File: src/rtl/mem_stage_ctrl_pkg.sv
`default_nettype none
// ============================================================================
// Module      : mem_stage_ctrl_pkg
// Description : Shared state encoding, memory command type and command decode
//               for the memory-stage controller.
// Revision    : 1.0 - initial release
// ============================================================================
package mem_stage_ctrl_pkg;

    // Controller state encoding; 2'b11 is illegal and recovers to ST_IDLE
    localparam logic [1:0] ST_IDLE = 2'b00;
    localparam logic [1:0] ST_WAIT = 2'b01;
    localparam logic [1:0] ST_DONE = 2'b10;

    // Memory command presented by the EX/MEM register
    typedef enum logic [1:0] {
        CMD_NONE  = 2'b00,
        CMD_READ  = 2'b01,
        CMD_WRITE = 2'b10
    } mem_cmd_e;

    // Read and write both set resolves to a write
    function automatic mem_cmd_e decode_cmd(
        input logic valid,
        input logic mem_en,
        input logic mem_read,
        input logic mem_write
    );
        if (!(valid && mem_en)) return CMD_NONE;
        if (mem_write)          return CMD_WRITE;
        if (mem_read)           return CMD_READ;
        return CMD_NONE;
    endfunction

endpackage
`default_nettype wire

File: src/rtl/mem_wait_counter.sv
`default_nettype none
// ============================================================================
// Module      : mem_wait_counter
// Description : Up-counter with synchronous clear, count enable and a
//               terminal-count flag at TIMEOUT-1, used to bound memory waits.
// Revision    : 1.0 - initial release
// ============================================================================
module mem_wait_counter #(
    parameter int CNT_W   = 7,
    parameter int TIMEOUT = 64
) (
    input  logic clk,
    input  logic rst,
    input  logic i_clr,
    input  logic i_en,
    output logic o_tc
);

    localparam logic [CNT_W-1:0] C_TC_VALUE = CNT_W'(TIMEOUT - 1);
    localparam logic [CNT_W-1:0] C_ONE      = CNT_W'(1);

    logic [CNT_W-1:0] r_count;

    // Clear wins over enable so a fresh issue always starts from zero
    always_ff @(posedge clk or negedge rst) begin
        if (!rst) begin
            r_count <= '0;
        end else if (i_clr) begin
            r_count <= '0;
        end else if (i_en) begin
            r_count <= r_count + C_ONE;
        end
    end

    assign o_tc = (r_count == C_TC_VALUE);

endmodule
`default_nettype wire

File: src/rtl/mem_stage_ctrl.sv
`default_nettype none
// ============================================================================
// Module      : mem_stage_ctrl
// Description : Memory-stage controller. Issues one strobe per memory op to a
//               multi-cycle data memory, stalls the front end and bubbles
//               MEM/WB while the access is outstanding, and returns load data
//               plus an error flag for unaligned or timed-out accesses.
// Revision    : 1.0 - initial release
// ============================================================================
module mem_stage_ctrl
    import mem_stage_ctrl_pkg::*;
#(
    parameter int DATA_W  = 16,
    parameter int TIMEOUT = 64,
    parameter int CNT_W   = 7
) (
    input  logic              clk,
    input  logic              rst,
    input  logic              valid,
    input  logic              Mem_en,
    input  logic              Mem_read,
    input  logic              Mem_write,
    input  logic [DATA_W-1:0] address,
    input  logic [DATA_W-1:0] write_data,
    input  logic [DATA_W-1:0] mem_rdata,
    input  logic              mem_done,
    output logic [DATA_W-1:0] mem_addr,
    output logic [DATA_W-1:0] mem_wdata,
    output logic              mem_rd,
    output logic              mem_wr,
    output logic [DATA_W-1:0] data_read,
    output logic              stall,
    output logic              bubble,
    output logic              err
);

    logic [1:0]        r_state;
    logic [1:0]        w_next_state;
    logic              r_live;
    logic [DATA_W-1:0] r_addr;
    logic [DATA_W-1:0] r_wdata;
    logic [DATA_W-1:0] r_data;
    logic              r_is_write;
    logic              r_timeout_err;

    mem_cmd_e          w_cmd;
    logic              w_memop;
    logic              w_unaligned;
    logic              w_issue;
    logic              w_in_wait;
    logic              w_tc;

    // Ops are ignored until the first clock after reset has passed
    assign w_cmd       = decode_cmd(valid, Mem_en, Mem_read, Mem_write);
    assign w_memop     = r_live && (w_cmd != CMD_NONE);
    assign w_unaligned = w_memop && address[0];
    assign w_issue     = (r_state == ST_IDLE) && w_memop && !address[0];
    assign w_in_wait   = (r_state == ST_WAIT);

    mem_wait_counter #(
        .CNT_W   (CNT_W),
        .TIMEOUT (TIMEOUT)
    ) u_wait_counter (
        .clk   (clk),
        .rst   (rst),
        .i_clr (w_issue),
        .i_en  (w_in_wait),
        .o_tc  (w_tc)
    );

    // Live flag holds all outputs quiet during the first cycle after reset
    always_ff @(posedge clk or negedge rst) begin
        if (!rst) begin
            r_live <= 1'b0;
        end else begin
            r_live <= 1'b1;
        end
    end

    // State register
    always_ff @(posedge clk or negedge rst) begin
        if (!rst) begin
            r_state <= ST_IDLE;
        end else begin
            r_state <= w_next_state;
        end
    end

    // Next-state: done beats timeout in the same WAIT cycle
    always_comb begin
        w_next_state = ST_IDLE;
        case (r_state)
            ST_IDLE: w_next_state = w_issue ? ST_WAIT : ST_IDLE;
            ST_WAIT: w_next_state = (mem_done || w_tc) ? ST_DONE : ST_WAIT;
            ST_DONE: w_next_state = ST_IDLE;
            default: w_next_state = ST_IDLE;
        endcase
    end

    // Request copies captured at issue, result and timeout flag captured in WAIT
    always_ff @(posedge clk or negedge rst) begin
        if (!rst) begin
            r_addr        <= '0;
            r_wdata       <= '0;
            r_is_write    <= 1'b0;
            r_data        <= '0;
            r_timeout_err <= 1'b0;
        end else begin
            if (w_issue) begin
                r_addr     <= address;
                r_wdata    <= write_data;
                r_is_write <= (w_cmd == CMD_WRITE);
            end
            if (w_in_wait) begin
                if (mem_done) begin
                    r_data        <= r_is_write ? '0 : mem_rdata;
                    r_timeout_err <= 1'b0;
                end else if (w_tc) begin
                    r_data        <= '0;
                    r_timeout_err <= 1'b1;
                end
            end
        end
    end

    // Outputs depend only on state and registers, never on mem_done
    always_comb begin
        stall     = 1'b0;
        bubble    = 1'b0;
        err       = 1'b0;
        mem_rd    = 1'b0;
        mem_wr    = 1'b0;
        mem_addr  = '0;
        mem_wdata = '0;
        data_read = '0;
        if (r_live) begin
            case (r_state)
                ST_IDLE: begin
                    mem_addr  = address;
                    mem_wdata = write_data;
                    if (w_unaligned) begin
                        err    = 1'b1;
                        bubble = 1'b1;
                    end else if (w_issue) begin
                        stall  = 1'b1;
                        bubble = 1'b1;
                        mem_rd = (w_cmd == CMD_READ);
                        mem_wr = (w_cmd == CMD_WRITE);
                    end
                end
                ST_WAIT: begin
                    stall     = 1'b1;
                    bubble    = 1'b1;
                    mem_addr  = r_addr;
                    mem_wdata = r_wdata;
                end
                ST_DONE: begin
                    mem_addr  = r_addr;
                    mem_wdata = r_wdata;
                    data_read = r_data;
                    err       = r_timeout_err;
                end
                default: begin
                    stall = 1'b0;
                end
            endcase
        end
    end

endmodule
`default_nettype wire

File: config.mk
export PLATFORM = sky130hd
export DESIGN_NAME = mem_stage_ctrl
export DESIGN_NICKNAME = d
export VERILOG_FILES = /design/src/rtl/mem_stage_ctrl_pkg.sv /design/src/rtl/mem_wait_counter.sv /design/src/rtl/mem_stage_ctrl.sv
export SDC_FILE = /design/constraint.sdc
export NUM_CORES = 1
export LEC_CHECK = 0
export BUFFER_PORTS_ARGS = -buffer_cell sky130_fd_sc_hd__buf_2
export CAP_MARGIN = 5
export CORE_MARGIN = 4
export CORE_UTILIZATION = 50
export DETAILED_ROUTE_END_ITERATION = 16
export PLACE_DENSITY = 0.83
export SYNTH_ARGS = -nofsm -noshare
export SYNTH_HDL_FRONTEND = slang
export SYNTH_HIERARCHICAL = 1
export SYNTH_SLANG_ARGS = --single-unit
File: constraint.sdc
create_clock -name clk -period 2.4 [get_ports clk]
set_clock_uncertainty 0.15 [all_clocks]
set_input_delay 0.12 -clock clk [delete_from_list [all_inputs] [get_ports clk]]
set_output_delay 0.12 -clock clk [all_outputs]
set_load 0.03 [all_outputs]
Word level (Yosys, flattened, before mapping)
Index checks and enable logic that the tools add are counted.
{"block": "classes", "add_sub_neg": 1, "n_eq_ne": 5, "n_mux": 45, "n_reduce_logical": 13}
{"op": "$mux 16", "n": 7}
{"op": "$pmux 16 s2", "n": 2}
{"op": "$mux 1", "n": 23}
{"op": "$mux 2", "n": 7}
{"op": "$mux 7", "n": 2}
{"op": "$add 7x1->7 const B", "n": 1}
{"op": "$eq 7x6->1 const B", "n": 1}
{"op": "$pmux 1 s2", "n": 3}
{"op": "$reduce_bool 2->1", "n": 3}
{"op": "$logic_and 1x1->1", "n": 5}
{"op": "$eq 2x1->1 const B", "n": 2}
{"op": "$eq 2x2->1 const B", "n": 2}
{"op": "$pmux 2 s2", "n": 1}
{"op": "$logic_not 2->1", "n": 1}
{"op": "$reduce_and 2->1", "n": 1}
{"op": "$reduce_or 2->1", "n": 1}
{"op": "$logic_not 1->1", "n": 1}
{"op": "$logic_or 1x1->1", "n": 1}
{"block": "word_totals", "reg_bits": 60, "in_bits": 55, "output_inout_bits": 53, "wordCells": 72}

Depth between registers and ports, before layout
Gate-level depths: netlist of the first run.
{"block": "logic_depth", "word_depth": 15, "ltp_mapped": 7, "depth_no_buf": 5}

Modules after synthesis
Netlist of the first run, hierarchy kept.
{"module": "mem_stage_ctrl", "n_inst": 1, "cells_per_inst": 263, "area_per_inst_um2": 2651.3, "seq_area_each_um2": 1326.3}
{"module": "mem_wait_counter", "n_inst": 1, "cells_per_inst": 30, "area_per_inst_um2": 324.1, "seq_area_each_um2": 175.2}

Least setup slack after synthesis of the first run
No wires, ideal clock.
{"block": "synth_path", "path_kind": "reg2out", "from": "register r_state[0]", "to": "output mem_rd", "arrival_ns": 1.915, "required_ns": 2.130, "setup_slack_ns": 0.215, "stages_incl_launch_ff": 6, "n_path_buf": 1, "path_cell_list": "dfrtp_1 inv_1 ha_1 buf_2 nand4_2 nor4b_1"}
{"block": "synth_via", "elab_chain_len": 7}
{"item": "start, declared", "line_no": "mem_stage_ctrl.sv:37", "source": "logic [1:0] r_state;"}
{"item": "start signal, assigned", "line_no": "mem_stage_ctrl.sv:85", "source": "r_state <= w_next_state;"}
{"item": "$logic_not 2->1 (*)", "line_no": "mem_stage_ctrl.sv:57, mem_stage_ctrl.sv:137"}
{"item": "$logic_and 1x1->1 (2 in a row)", "line_no": "mem_stage_ctrl.sv:57", "source": "assign w_issue = (r_state == ST_IDLE) && w_memop && !address[0];"}
{"item": "$mux 1", "line_no": "mem_stage_ctrl.sv:144", "source": "end else if (w_issue) begin"}
{"item": "$mux 1", "line_no": "mem_stage_ctrl.sv:141", "source": "if (w_unaligned) begin"}
{"item": "$mux 1 (*)", "line_no": "mem_stage_ctrl.sv:137", "source": "case (r_state)"}
{"item": "$mux 1 (*)", "line_no": "mem_stage_ctrl.sv:136", "source": "if (r_live) begin"}
{"item": "end, declared", "line_no": "mem_stage_ctrl.sv:29", "source": "output logic mem_rd,"}
Every way passes the cells marked *; elsewhere a longest branch is shown, timed or not.

Worst setup path after layout of the first run
{"block": "layout_path", "from": "register r_state[0]", "to": "output stall"}
{"block": "layout_via", "elab_chain_len": 7, "word_cells_on_any_way": 8, "classes_between": "1 x eq/ne; 4 x mux; 3 x reduce/logical"}
{"item": "$logic_not 2->1", "line_no": "mem_stage_ctrl.sv:57, mem_stage_ctrl.sv:137"}
{"item": "$logic_and 1x1->1 (2 in a row)", "line_no": "mem_stage_ctrl.sv:57"}
{"item": "$mux 1", "line_no": "mem_stage_ctrl.sv:144"}
{"item": "$mux 1", "line_no": "mem_stage_ctrl.sv:141"}
{"item": "$pmux 1 s2 (*)", "line_no": "mem_stage_ctrl.sv:137"}
{"item": "$mux 1 (*)", "line_no": "mem_stage_ctrl.sv:136"}
{"item": "end, declared", "line_no": "mem_stage_ctrl.sv:32", "source": "output logic stall,"}
Marked as above.

==> summary.md, run 1 <==
The synthesized cell area came out at 0.00298 mm2. The tools report the final number of setup-violating endpoints as 0. For this run, design rule violations remaining after detail routing come to 0.

Averaged over all synthesized cells, the footprint is 10.2 um2. The max-slew violation total from the final report was 0. Yosys attributes the largest share of cell area to dfrtp_1 (50%), mux2_2 (12%), a22oi_1 (8.1%).

The congestion estimate from routability-driven global placement came to 0.781. The overall die width was 85.1 um. For the logic gate share of total power, the log shows 0.240.

Startpoint-to-endpoint class of the critical path: reg2out. The clock network power share came out at 0.283. Portion of the clock cycle consumed by the worst path in the final layout: 0.937. The flow ran to the end, and the final reports show no timing, DRC or antenna violations. For the pin with the worst max-slew slack, the measured transition is 0.647 ns. The via count of the first global-routing pass came out at 2794. Setup repair after global routing left no endpoint under its margin. Post-place instance area: 0.00360 mm2. The first global-routing pass estimated 13300 um of wire. The root buffer cell chosen for the clock tree is clkbuf_8. The finished cells cover 0.00428 mm2. TritonCTS built the clock tree.

For this design, the sink count on the clock tree is 60. The total routing resource utilization after global routing is 0.230, and the maximum fanout along the worst path is 42. Post-DP HPWL: 4910 um. The buffers inserted during post-CTS setup optimization came out at 0.

The insertion delay to the later sink of the worst-skew pair was 0.32 ns. The net switching fraction of the power was 0.291. The fraction of layout cells with a size suffix above 1 is 0.367.

Global routing finished with a remaining overflow of 0. The violation count after the first detailed-route iteration was 156; the leakage dissipation was 0.00219 uW. The via density per instance was 5.30; the area share of the leading cell type in the synthesized netlist was 0.505. The Yosys step of the flow raised 6 warnings. The number of ports placed on the die boundary was 108. The placeable core area is 0.00564 mm2, and the critical path required time is 2.13 ns. The floorplan step defined a die boundary enclosing 0.00725 mm2. The synthesized instance count is 293, and the iteration count of the initial detailed-routing pass is 4. The tools report the data arrival time of the worst path as 1.98 ns. For the sequential element share of the synthesized area, the log shows 0.505. The initial standard-cell utilization of the core is 0.527. The final setup TNS was 0 ns; the fmax was 445 MHz. After synthesis the netlist holds a flip-flop and latch count of 60. In this run the power spent charging and discharging nets is 857 uW. The growth of design area from synthesis to finish is 43.8%. Kind of launch point of the worst setup path: a register. Across the run, the number of max-cap violations was 0. The buffer levels on the longest clock path was 2; the H-tree depth reported by CTS was 3. The number of antenna cells inserted is 0, and the minimum setup slack among reg-to-reg paths is 0.42 ns. The relative max-transition margin was 0.569; the maximum number of pins on one net before global-route repair was 43.

The path class of the tightest hold or removal check is in2reg. VDD sags by at most 0.000495 V. The final critical-path required period is 2.25 ns, and the total internal power is 2080 uW. dfrtp_1 takes more of the synthesized area than any other cell. In this run the tool buffered the top-level ports with 107 buffer cells. The run gives 9 as the total CTS buffers.

At the end of the flow, the number of nets in the layout was 508. On the final layout, the worst hold slack is 0.0830 ns. In this run the vertical extent of the chip is 85.1 um. The number of nets handed over by synthesis was 353. The number of distinct library cells after synthesis was 31. The hold violation total from the final report is 0. STA classifies the critical path endpoint as an output pin. The logs give 27 for the number of rows in the core area and 0.477 for the sequential share of power.

The number of nets still failing antenna checks after routing came out at 0. The clock transition at the register clock pins on the worst setup and hold paths after CTS was 0.06 ns; the wire length per cell was 15.2 um. The tools report the initial antenna violation count as 0.

After detailed routing, the total wire length is 7930 um. The areal power density over the cells works out to 687 mW/mm2. For the total number of vias, the log shows 2768.
==> layout make-up <==
class / instances / area [um2]
clock buffers: 10 / 138
clock inverters: 3 / 40.0
fillers: 368 / 1360
inverters: 5 / 18.8
multi-input cells: 207 / 1360
flip-flops and latches: 60 / 1500
well taps: 72 / 90.1
repair buffers: 165 / 1130
==> worst paths after layout <==
| kind | start | end | cells past startpoint |
|---|---|---|---|
| max in group asynchronous | rst | r_wdata[15]$_DFFE_PN0N_ | 3 |
| worst max register to register | r_state[0]$_DFF_PN0_ | r_wdata[2]$_DFFE_PN0N_ | 6 |
| worst min-delay path | address[0] | r_is_write$_DFFE_PN0N_ | 3 |
| worst max-delay path | r_state[0]$_DFF_PN0_ | stall | 7 |
| worst min register to register | r_data[11]$_DFFE_PN0P_ | r_data[11]$_DFFE_PN0P_ | 2 |
| min in group asynchronous | rst | r_data[14]$_DFFE_PN0P_ | 2 |
==> power groups by stage <==
stage               Sequential, uW  Clock, uW  Combinational [uW]
finish                        1400        832                 704
global route                  1430        919                 785
CTS                           1400        855                 701
detailed placement            1410          0                 637
global placement              1400          0                 607
floorplan                     1370          0                 453
==> synthesized netlist by cell type <==
master,n
o21a_1,2
o21ai_1,1
clkbuf_1,14
dfrtp_1,60
and3_1,18
o21ai_0,20
nand2_1,35
a31o_2,1
nor3b_1,1
a22oi_1,32
or3_1,2
nor2b_1,2
nand4_1,2
conb_1,1
ha_1,5
nor4b_1,1
a21o_1,1
a21oi_1,2
buf_2,2
nand2b_1,1
inv_1,5
nand4_2,2
buf_6,3
xnor2_1,1
nor2_1,40
mux2_2,31
xor2_1,3
mux2i_1,1
nor3_4,1
nand4b_1,1
buf_1,2
==> registers in the layout, indices dropped and copies added, names as in the netlist <==
register and flops:
r_wdata 16, r_addr 16, u_wait_counter/r_count 7, r_data 16
r_state 2, r_timeout_err 1, r_live 1, r_is_write 1
==> critical path: stages (launching register included) <==
cell and delay, ns:
dfrtp_1 0.41, inv_1 0.09, ha_2 0.19, nand4_2 0.13, nor3_4 0.24, buf_12 0.26
o21a_1 0.13, buf_2 0.20
==> routing by layer <==
layer / track usage / wire length, um / vias to the layer above
met2: 0.392 / 4150 / 105
met4: 0.112 / 189 / 0
li1: - / - / 1336
met5: 0 / 0 / -
met1: 0.279 / 3160 / 1308
met3: 0.0447 / 425 / 19
==> placed cells by master (no fill, tap or decap), types with 4 or more instances in the layout <==
cell           Yosys  routed
buf_2              2     107
dfrtp_1           60      60
dlygate4sd3_1      0      50
nor2_1            40      40
nand2_1           35      35
a22oi_1           32      32
mux2_2            31      31
o21ai_0           20      20
and3_1            18      18
clkbuf_8           0      10
inv_1              5       5
buf_4              0       5
ha_1               5       4
==> kinds of logic (layout without fill, tap and decap cells) <==
kind of cell	count (synthesis)	in the layout	share of synthesized area
AOI/OAI and AO/OA	59	59	0.130
buffers and inverters	26	183	0.0412
other	1	1	0.00126
xor gates and xnor gates	4	4	0.0118
DFF	60	60	0.505
muxes	32	32	0.121
adders and majority gates	5	5	0.0210
and+or+nand+nor	106	106	0.169
==> repair_timing <==
action                                  4_1_cts  5_1_grt
endpoints found under the setup margin        0        8
hold buffers                                 50        0
hold endpoints to repair                     76        0
resized for setup                             0        1
==> per-stage QoR <==
step	total power, uW	util	setup WS (ns)	std cells
2_1_floorplan	1830	-	0.215	293
3_3_place_gp	2010	0.638	0.515	459
3_5_place_dp	2050	0.638	0.441	459
4_1_cts	2960	0.758	0.106	522
5_1_grt	3140	0.758	0.0364	522
6_report	2940	0.758	0.151	522
(Power assumes the default switching activity.)
==> run 2: changes to the inputs <==
- ABC_AREA: unset -> 1
- CORE_UTILIZATION: 50 -> 51
- PLACE_DENSITY: 0.83 -> 0.82
- SKIP_CTS_REPAIR_TIMING: unset -> 1
==> summary.md, run 2 <==
The run finished with clean final reports. The tools report the initial standard-cell utilization of the core as 0.524 (was 0.527). Regs by FF count: r_addr (16), r_data (16), r_wdata (16) (unchanged). The leading cell type in the layout, fill and taps excluded was nand2_1 (was buf_2). The met1 track demand over resource is 0.286 (was 0.279), and the number of nets still failing antenna checks after routing is 0 (unchanged).

Worst min-delay path category: in2reg (unchanged). Leakage dissipation: 0.00241 uW (was 0.00219 uW). The tools report the placeable core area as 0.00631 mm2 (was 0.00564 mm2). Cell types with the largest area share after synthesis: dfrtp_1 (45%), nand2_1 (17%), a21oi_2 (8.5%) (was dfrtp_1 (50%), mux2_2 (12%), a22oi_1 (8.1%)). Fraction of layout cells with a size suffix above 1: 0.302 (was 0.367). Cell with the most instances after synthesis: nand2_1 (was dfrtp_1). The synthesized instance count is 425 (was 293), and the post-route DRC violation count is 0 (unchanged). Setup repair after global routing left no endpoint under its margin. The run gives 485 (was 368) as the total of fill cells in the finished design. CP cell instances: inv_1 -> ha_2 -> buf_4 -> nand2_1 -> a21oi_2 -> buf_2 (was inv_1 -> ha_2 -> nand4_2 -> nor3_4 -> buf_12 -> o21a_1 -> buf_2). For the count of warnings emitted by yosys, the log shows 6 (unchanged). For the total CTS buffers, the log shows 9 (unchanged).

The total non-filler cell area in the finished layout came out at 0.00454 mm2 (was 0.00428 mm2). The critical path required time came out at 2.13 ns (about the same). The area enclosed by the die boundary is 0.00784 mm2 (was 0.00725 mm2), and the post-place instance area is 0.00387 mm2 (was 0.00360 mm2). The number of enable flip-flop cells after synthesis is 0 (unchanged). The buffer levels on the longest clock path is 2 (unchanged). The via count of the first global-routing pass is 2970 (was 2794), and the flip-flop and latch count after synthesis is 60 (unchanged).

Hold violation total from the final report: 0 (unchanged). Capturing point of the worst reg2reg path: r_data[9]$_DFFE_PN0P_ (was r_wdata[2]$_DFFE_PN0N_). The highest-utilization routing layer at the global route stage is met2 (unchanged). Vertical die dimension: 88.5 um (was 85.1 um). Commonest non-fill, non-tap cells in the layout: nand2_1 (148), buf_2 (107), dfrtp_1 (60), dlygate4sd3_1 (49), nand4_1 (33) (was buf_2 (107), dfrtp_1 (60), dlygate4sd3_1 (50), nor2_1 (40), nand2_1 (35)).

The number of rows in the core area is 29 (was 27). The share of flip-flops with an asynchronous set or reset after synthesis works out to 1.00 (unchanged). The synthesized cell area came out at 0.00331 mm2 (was 0.00298 mm2). The logs give 633 (was 508) for the number of nets in the final layout and 0 (unchanged) for the max-cap violation count. Synth cell count leaders: nand2_1 (148), dfrtp_1 (60), nand4_1 (33), a21oi_2 (32), inv_1 (32) (was dfrtp_1 (60), nor2_1 (40), nand2_1 (35), a22oi_1 (32), mux2_2 (31)). The number of cells on the worst reg-to-reg path was 8 (was 6); the area fraction in and, or, nand and nor cells after synthesis was 0.312 (was 0.169).

The maximum fanout along the worst path is 32 (was 42), and the total number of vias is 3544 (was 2768). The run gives 0 (unchanged) as the sum of overflow across all layers after global routing. For the max-slew violation total from the final report, the log shows 0 (unchanged). The share of synthesized area spent on multiplexers was 0 (was 0.121); the via density per instance was 5.43 (was 5.30). The maximum number of pins on one net before global-route repair is 36 (was 43).

The tools report the final setup TNS as 0 ns (unchanged). Violation count after the first detailed-route iteration: 332 (was 156). The startpoint-to-endpoint class of the critical path is reg2out (unchanged).

The number of ports placed on the die boundary is 108 (unchanged), and the clock transition at the register clock pins on the worst setup and hold paths after CTS is 0.06 ns (about the same). The largest family of logic cells by synthesized area was simple AND/OR/NAND/NOR gates (unchanged). The relative max-transition margin is 0.576 (was 0.569), and the portion of the clock cycle consumed by the worst path in the final layout is 0.932 (was 0.937).

The largest area contributor in the synthesized netlist was dfrtp_1 (unchanged). The share of the synthesized netlist area taken by xor and xnor gates is 0 (was 0.0118). For the global-route wire length before repair, the log shows 13500 um (was 13300 um). The launching point of the worst reg2reg path is u_wait_counter/r_count[1]$_DFFE_PN0P_ (was r_state[0]$_DFF_PN0_). The run gives 0.0568 (was 0.0447) as the met3 global-route usage.

The areal power density over the cells works out to 635 mW/mm2 (was 687 mW/mm2). The kind of launch point of the worst setup path is a register (unchanged). For the total power consumption of the routed design, the log shows 2880 uW (was 2940 uW). The growth of design area from synthesis to finish is 37.2% (was 43.8%), and the flip-flop and latch area is 0.00150 mm2 (unchanged). The run gives 0.366 (was 0.392) as the met2 track demand over resource in global routing. The share of synthesized cell area in full adder, half adder and majority cells is 0.0189 (was 0.0210).

The detailed-route wire length is 9630 um (was 7930 um), and the final number of setup-violating endpoints is 0 (unchanged). For the data arrival time of the worst path, the log shows 1.97 ns (was 1.98 ns). The post-route core utilization is 0.719 (was 0.758), and the number of antenna cells inserted is 0 (unchanged). The number of distinct library cells after synthesis was 26 (was 31). The slew at the pin closest to its max-slew limit is 0.636 ns (was 0.647 ns). The highest cell delay on the worst timing path works out to 0.39 ns (was 0.41 ns). The cell with the largest stage delay on the worst path was dfrtp_1 (unchanged). The tools report the kind of capture point of the worst setup path as an output pin (unchanged). The final critical-path required period is 2.24 ns (was 2.25 ns). The logs give 485 (was 353) for the post-synthesis net count and 5830 um (was 4910 um) for the post-DP HPWL. The top flip-flop cell by instance count after synthesis was dfrtp_1 (unchanged).

The final hold slack was 0.0975 ns (was 0.0830 ns). The run gives 0.00153 mm2 (was 0.00136 mm2) as the area of the multi-input gates. The placer's final routability congestion estimate is 0.804 (was 0.781), and the insertion delay to the later sink of the worst-skew pair is 0.33 ns (was 0.32 ns).

The sequential element share of the synthesized area was 0.454 (was 0.505). Fmax: 447 MHz (was 445 MHz). The number of clock sinks was 60 (unchanged); the initial antenna violation count was 0 (unchanged). The total routing resource utilization after global routing is 0.224 (was 0.230).

The area share of the leading cell type in the synthesized netlist was 0.454 (was 0.505); the mean post-synth cell area was 7.78 um2 (was 10.2 um2). The cell at the root of the clock tree is clkbuf_8 (unchanged). The count of port buffers added during placement was 107 (unchanged). Last element of the critical path: mem_addr[0] (was stall). The overall die width works out to 88.5 um (was 85.1 um). The run gives 0.47 ns (was 0.42 ns) as the minimum setup slack among reg-to-reg paths.

The origin of the worst setup path is r_state[1]$_DFF_PN0_ (was r_state[0]$_DFF_PN0_). TritonCTS built the clock tree. The area fraction in compound gates after synthesis is 0.129 (was 0.130). The wire length per cell works out to 14.7 um (was 15.2 um). The iteration count of the initial detailed-routing pass was 6 (was 4); the maximum ir drop on the vdd rail was 0.000444 V (was 0.000495 V). The H-tree depth reported by CTS is 3 (unchanged).
## run 2: per-stage QoR
step	cells	worst slack [ns]
after floorplan	425	0.466
after global placement	590	0.450
after detailed placement	590	0.427
after CTS	604	0.0543
after global routing	653	0.0448
final	653	0.164
## run 2: cell families after synthesis
logic type	after synthesis
simple gates	236
buf+inv	63
compound gates	60
flops	60
fa+ha+maj	5
other cells	1
## run 2: how the worst min path moves through the flow
stage,start,endpoint,depth (start not counted)
3_3_place_gp,rst,r_wdata[5]$_DFFE_PN0N_,1
3_5_place_dp,rst,r_wdata[9]$_DFFE_PN0N_,1
2_1_floorplan,rst,r_addr[0]$_DFFE_PN0N_,0
4_1_cts,rst,r_wdata[10]$_DFFE_PN0N_,1
5_1_grt,Mem_write,r_is_write$_DFFE_PN0N_,5
6_report,Mem_write,r_is_write$_DFFE_PN0N_,5
## run 2: critical path: cells and delay by family, from the launching register on
family                   cells  cell delay, ns
AO/OA/AOI/OAI                1            0.17
adder cells (fa/ha/maj)      1            0.32
buffers and inverters        3            0.63
flip-flops                   1            0.39
AND/OR/NAND/NOR              1            0.13
## run 2: final cells by class
type	count	area share
Inverter	35	0.0289
Tap cell	77	0.0212
Sequential cell	60	0.331
Clock buffer	12	0.0364
Multi-Input combinational cell	302	0.337
Clock inverter	2	0.00221
Timing Repair Buffer	165	0.244
## run 2: where the power goes
| group | switching, uW | internal (uW) | total (uW) | leakage, uW |
|---|---|---|---|---|
| Sequential | 115 | 1230 | 1340 | 0.000766 |
| Clock | 382 | 444 | 826 | 0.0000941 |
| Combinational | 443 | 274 | 717 | 0.00155 |
## run 2: metal layers
layer,vias to the layer above,wire length (um)
met4,0,343
met3,40,489
met2,144,4970
li1,1670,-
met5,-,0
met1,1690,3830
==> run 3: changes to the inputs <==
- CORE_UTILIZATION: 51 -> 25
- CTS_BUF_LIST: unset -> sky130_fd_sc_hd__clkbuf_2
- PLACE_DENSITY: 0.82 -> 0.47
- clock period: 2.4 -> 2.2 ns (I/O delays scaled with it)
==> summary.md, run 3 (synthesized netlist as in run 2, its figures left out) <==
Max-cap violation count: 0 (unchanged). TritonCTS built the clock tree. Startpoint-to-endpoint class of the critical path: reg2out (unchanged).

The tools report the total of fill cells in the finished design as 1258 (was 485). The met2 track demand over resource in global routing came out at 0.199 (was 0.366). The run gives 142 (was 332) as the violation count after the first detailed-route iteration.

The number of clock sinks was 60 (unchanged); the maximum number of pins on one net before global-route repair was 66 (was 36). The maximum fanout along the worst path came out at 6 (was 32). The tools report the H-tree depth reported by CTS as 3 (unchanged). The tools report the final number of setup-violating endpoints as 0 (unchanged).

Commonest non-fill, non-tap cells in the layout: nand2_1 (139), buf_2 (71), dfrtp_1 (59), dlygate4sd3_1 (56), buf_6 (37) (was nand2_1 (148), buf_2 (107), dfrtp_1 (60), dlygate4sd3_1 (49), nand4_1 (33)). CP cell instances: ha_1 -> or2_4 -> buf_4 -> a21oi_2 -> buf_6 (was inv_1 -> ha_2 -> buf_4 -> nand2_1 -> a21oi_2 -> buf_2). The portion of the clock cycle consumed by the worst path in the final layout is 0.981. The number of ports placed on the die boundary is 108 (unchanged), and the fmax is 464 MHz. The insertion delay to the later sink of the worst-skew pair came out at 0.49 ns (was 0.33 ns).

The run gives 9 (unchanged) as the total CTS buffers. Regs by FF count: r_addr (16), r_data (16), r_wdata (16) (unchanged). The total number of vias is 3453 (was 3544), and the post-place instance area is 0.00405 mm2 (was 0.00387 mm2). The logic gate share of total power came out at 0.301 (was 0.249).

Kind of launch point of the worst setup path: a register (unchanged). The number of nets in the final layout is 665 (was 633), and the count of port buffers added during placement is 107 (unchanged). The smallest clock period supported by the final layout is computed as 2.16 ns. Leading cell type in the layout, fill and taps excluded: nand2_1 (unchanged). The leakage dissipation is 0.00267 uW (was 0.00241 uW).

Initial standard-cell utilization of the core: 0.259 (was 0.524). The worst min-delay path category was in2reg (unchanged). The via count of the first global-routing pass is 3030 (was 2970), and the max-slew violation total from the final report is 0 (unchanged). The net switching power is 1070 uW (was 940 uW). The cell at the root of the clock tree was clkbuf_2 (was clkbuf_8).

The relative max-transition margin is 0.561 (was 0.576). Setup repair after global routing could not meet its margin everywhere. The run gives 0 (unchanged) as the hold violation total from the final report. The areal power density over the cells was 597 mW/mm2 (was 635 mW/mm2); the slew at the pin closest to its max-slew limit was 0.657 ns (was 0.636 ns).

The post-DP HPWL was 6650 um (was 5830 um); the global-route wire length before repair was 15300 um (was 13500 um). The post-route DRC violation count came out at 0 (unchanged). The kind of capture point of the worst setup path was an output pin (unchanged).

The growth of design area from synthesis to finish was 62.5% (was 37.2%). The initial antenna violation count was 1 (was 0); the placeable core area was 0.0128 mm2 (was 0.00631 mm2). The run gives 2140 uW (was 1940 uW) as the total internal power. Post-route core utilization: 0.421 (was 0.719).

For the total routing resource utilization after global routing, the log shows 0.130 (was 0.224). Clock network power share: 0.246 (was 0.287). The run gives 3210 uW (was 2880 uW) as the total power consumption of the routed design. The number of rows in the core area came out at 41 (was 29). The fraction of layout cells with a size suffix above 1 was 0.356 (was 0.302); the iteration count of the initial detailed-routing pass was 4 (was 6). Sequential share of power: 0.453 (was 0.465).

The maximum ir drop on the vdd rail was 0.000234 V (was 0.000444 V). The met3 global-route usage was 0.0247 (was 0.0568). The total non-filler cell area in the finished layout is 0.00538 mm2 (was 0.00454 mm2). The overall die width is 123 um (was 88.5 um). The critical path required time was 1.94 ns (was 2.13 ns). Cell with the largest stage delay on the worst path: dfrtp_1 (unchanged). The placer's final routability congestion estimate was 0.791 (was 0.804). The tools report the buffer levels on the longest clock path as 2 (unchanged). The run finished with clean final reports. The vertical die dimension came out at 123 um (was 88.5 um). The via density per instance was 4.41 (was 5.43). The highest-utilization routing layer at the global route stage was met2 (unchanged). The wire length per cell works out to 14.1 um (was 14.7 um). The highest cell delay on the worst timing path was 0.44 ns (was 0.39 ns); the detailed-route wire length was 11000 um (was 9630 um). The area enclosed by the die boundary is 0.0151 mm2 (was 0.00784 mm2). The final non-filler cell total is 783 (was 653), and the net switching fraction of the power is 0.332 (was 0.326).

The logs give 0 (unchanged) for the sum of overflow across all layers after global routing and 0 ns (unchanged) for the final setup TNS. The run gives 0.180 (was 0.286) as the met1 track demand over resource. Data arrival time of the worst path: 1.90 ns (was 1.97 ns). The number of cells in the design after placement was 688 (was 590); the number of nets still failing antenna checks after routing was 0 (unchanged). The clock transition at the register clock pins on the worst setup and hold paths after CTS works out to 0.19 ns (was 0.06 ns).
[run 3: worst paths after layout]
path,to,from,depth (start not counted),slack [ns]
max,mem_wdata[0],r_state[0]$_DFF_PN0_,5,0.04
max reg2reg,r_wdata[0]$_DFFE_PN0N_,r_state[1]$_DFF_PN0_,8,0.16
min in group asynchronous,r_wdata[8]$_DFFE_PN0N_,rst,4,0.57
min,r_wdata[4]$_DFFE_PN0N_,Mem_read,7,0.06
min reg2reg,r_wdata[12]$_DFFE_PN0N_,r_wdata[12]$_DFFE_PN0N_,2,0.36
max in group asynchronous,r_live$_DFF_PN0_,rst,4,1.05
[run 3: area by class of cell]
type | instances | area (um2) | area share
antenna | 1 | 2.50 | 0.000465
clock buffer | 10 | 50.0 | 0.00931
clock inverter | 6 | 78.8 | 0.0147
inverter | 35 | 134 | 0.0249
multi-input combinational | 302 | 1630 | 0.304
sequential | 60 | 1500 | 0.279
tap | 172 | 215 | 0.0400
timing repair buffer | 197 | 1760 | 0.327
[run 3: worst max-delay path, delay by kind of cell, from the launching register on]
kind,cells,cell delay [ns]
and+or+nand+nor,1,0.28
adders and majority gates,1,0.21
AOI/OAI and AO/OA,1,0.17
DFF,1,0.44
buffers and inverters,2,0.31
[run 3: through the flow]
step | worst slack [ns] | hold WS (ns)
after global routing | -0.0390 | 0.0660
after detailed placement | 0.291 | -0.000798
final | 0.0425 | 0.0638
after global placement | 0.342 | 0.000336
after floorplan | 0.276 | -0.336
after CTS | -0.318 | -0.600
[run 3: routing by layer]
layer  wire length, um  part of all wire
met5                 0                 0
met4               113             0.010
met1              5010              0.45
met3               418             0.038
met2              5480              0.50
[run 3: power by group through the flow]
stage          Combinational (uW)  Clock (uW)  Sequential [uW]
3_3_place_gp                  709           0             1470
4_1_cts                       719         826             1450
5_1_grt                      1070         872             1480
6_report                      964         790             1450
3_5_place_dp                  719           0             1470
2_1_floorplan                 509           0             1440
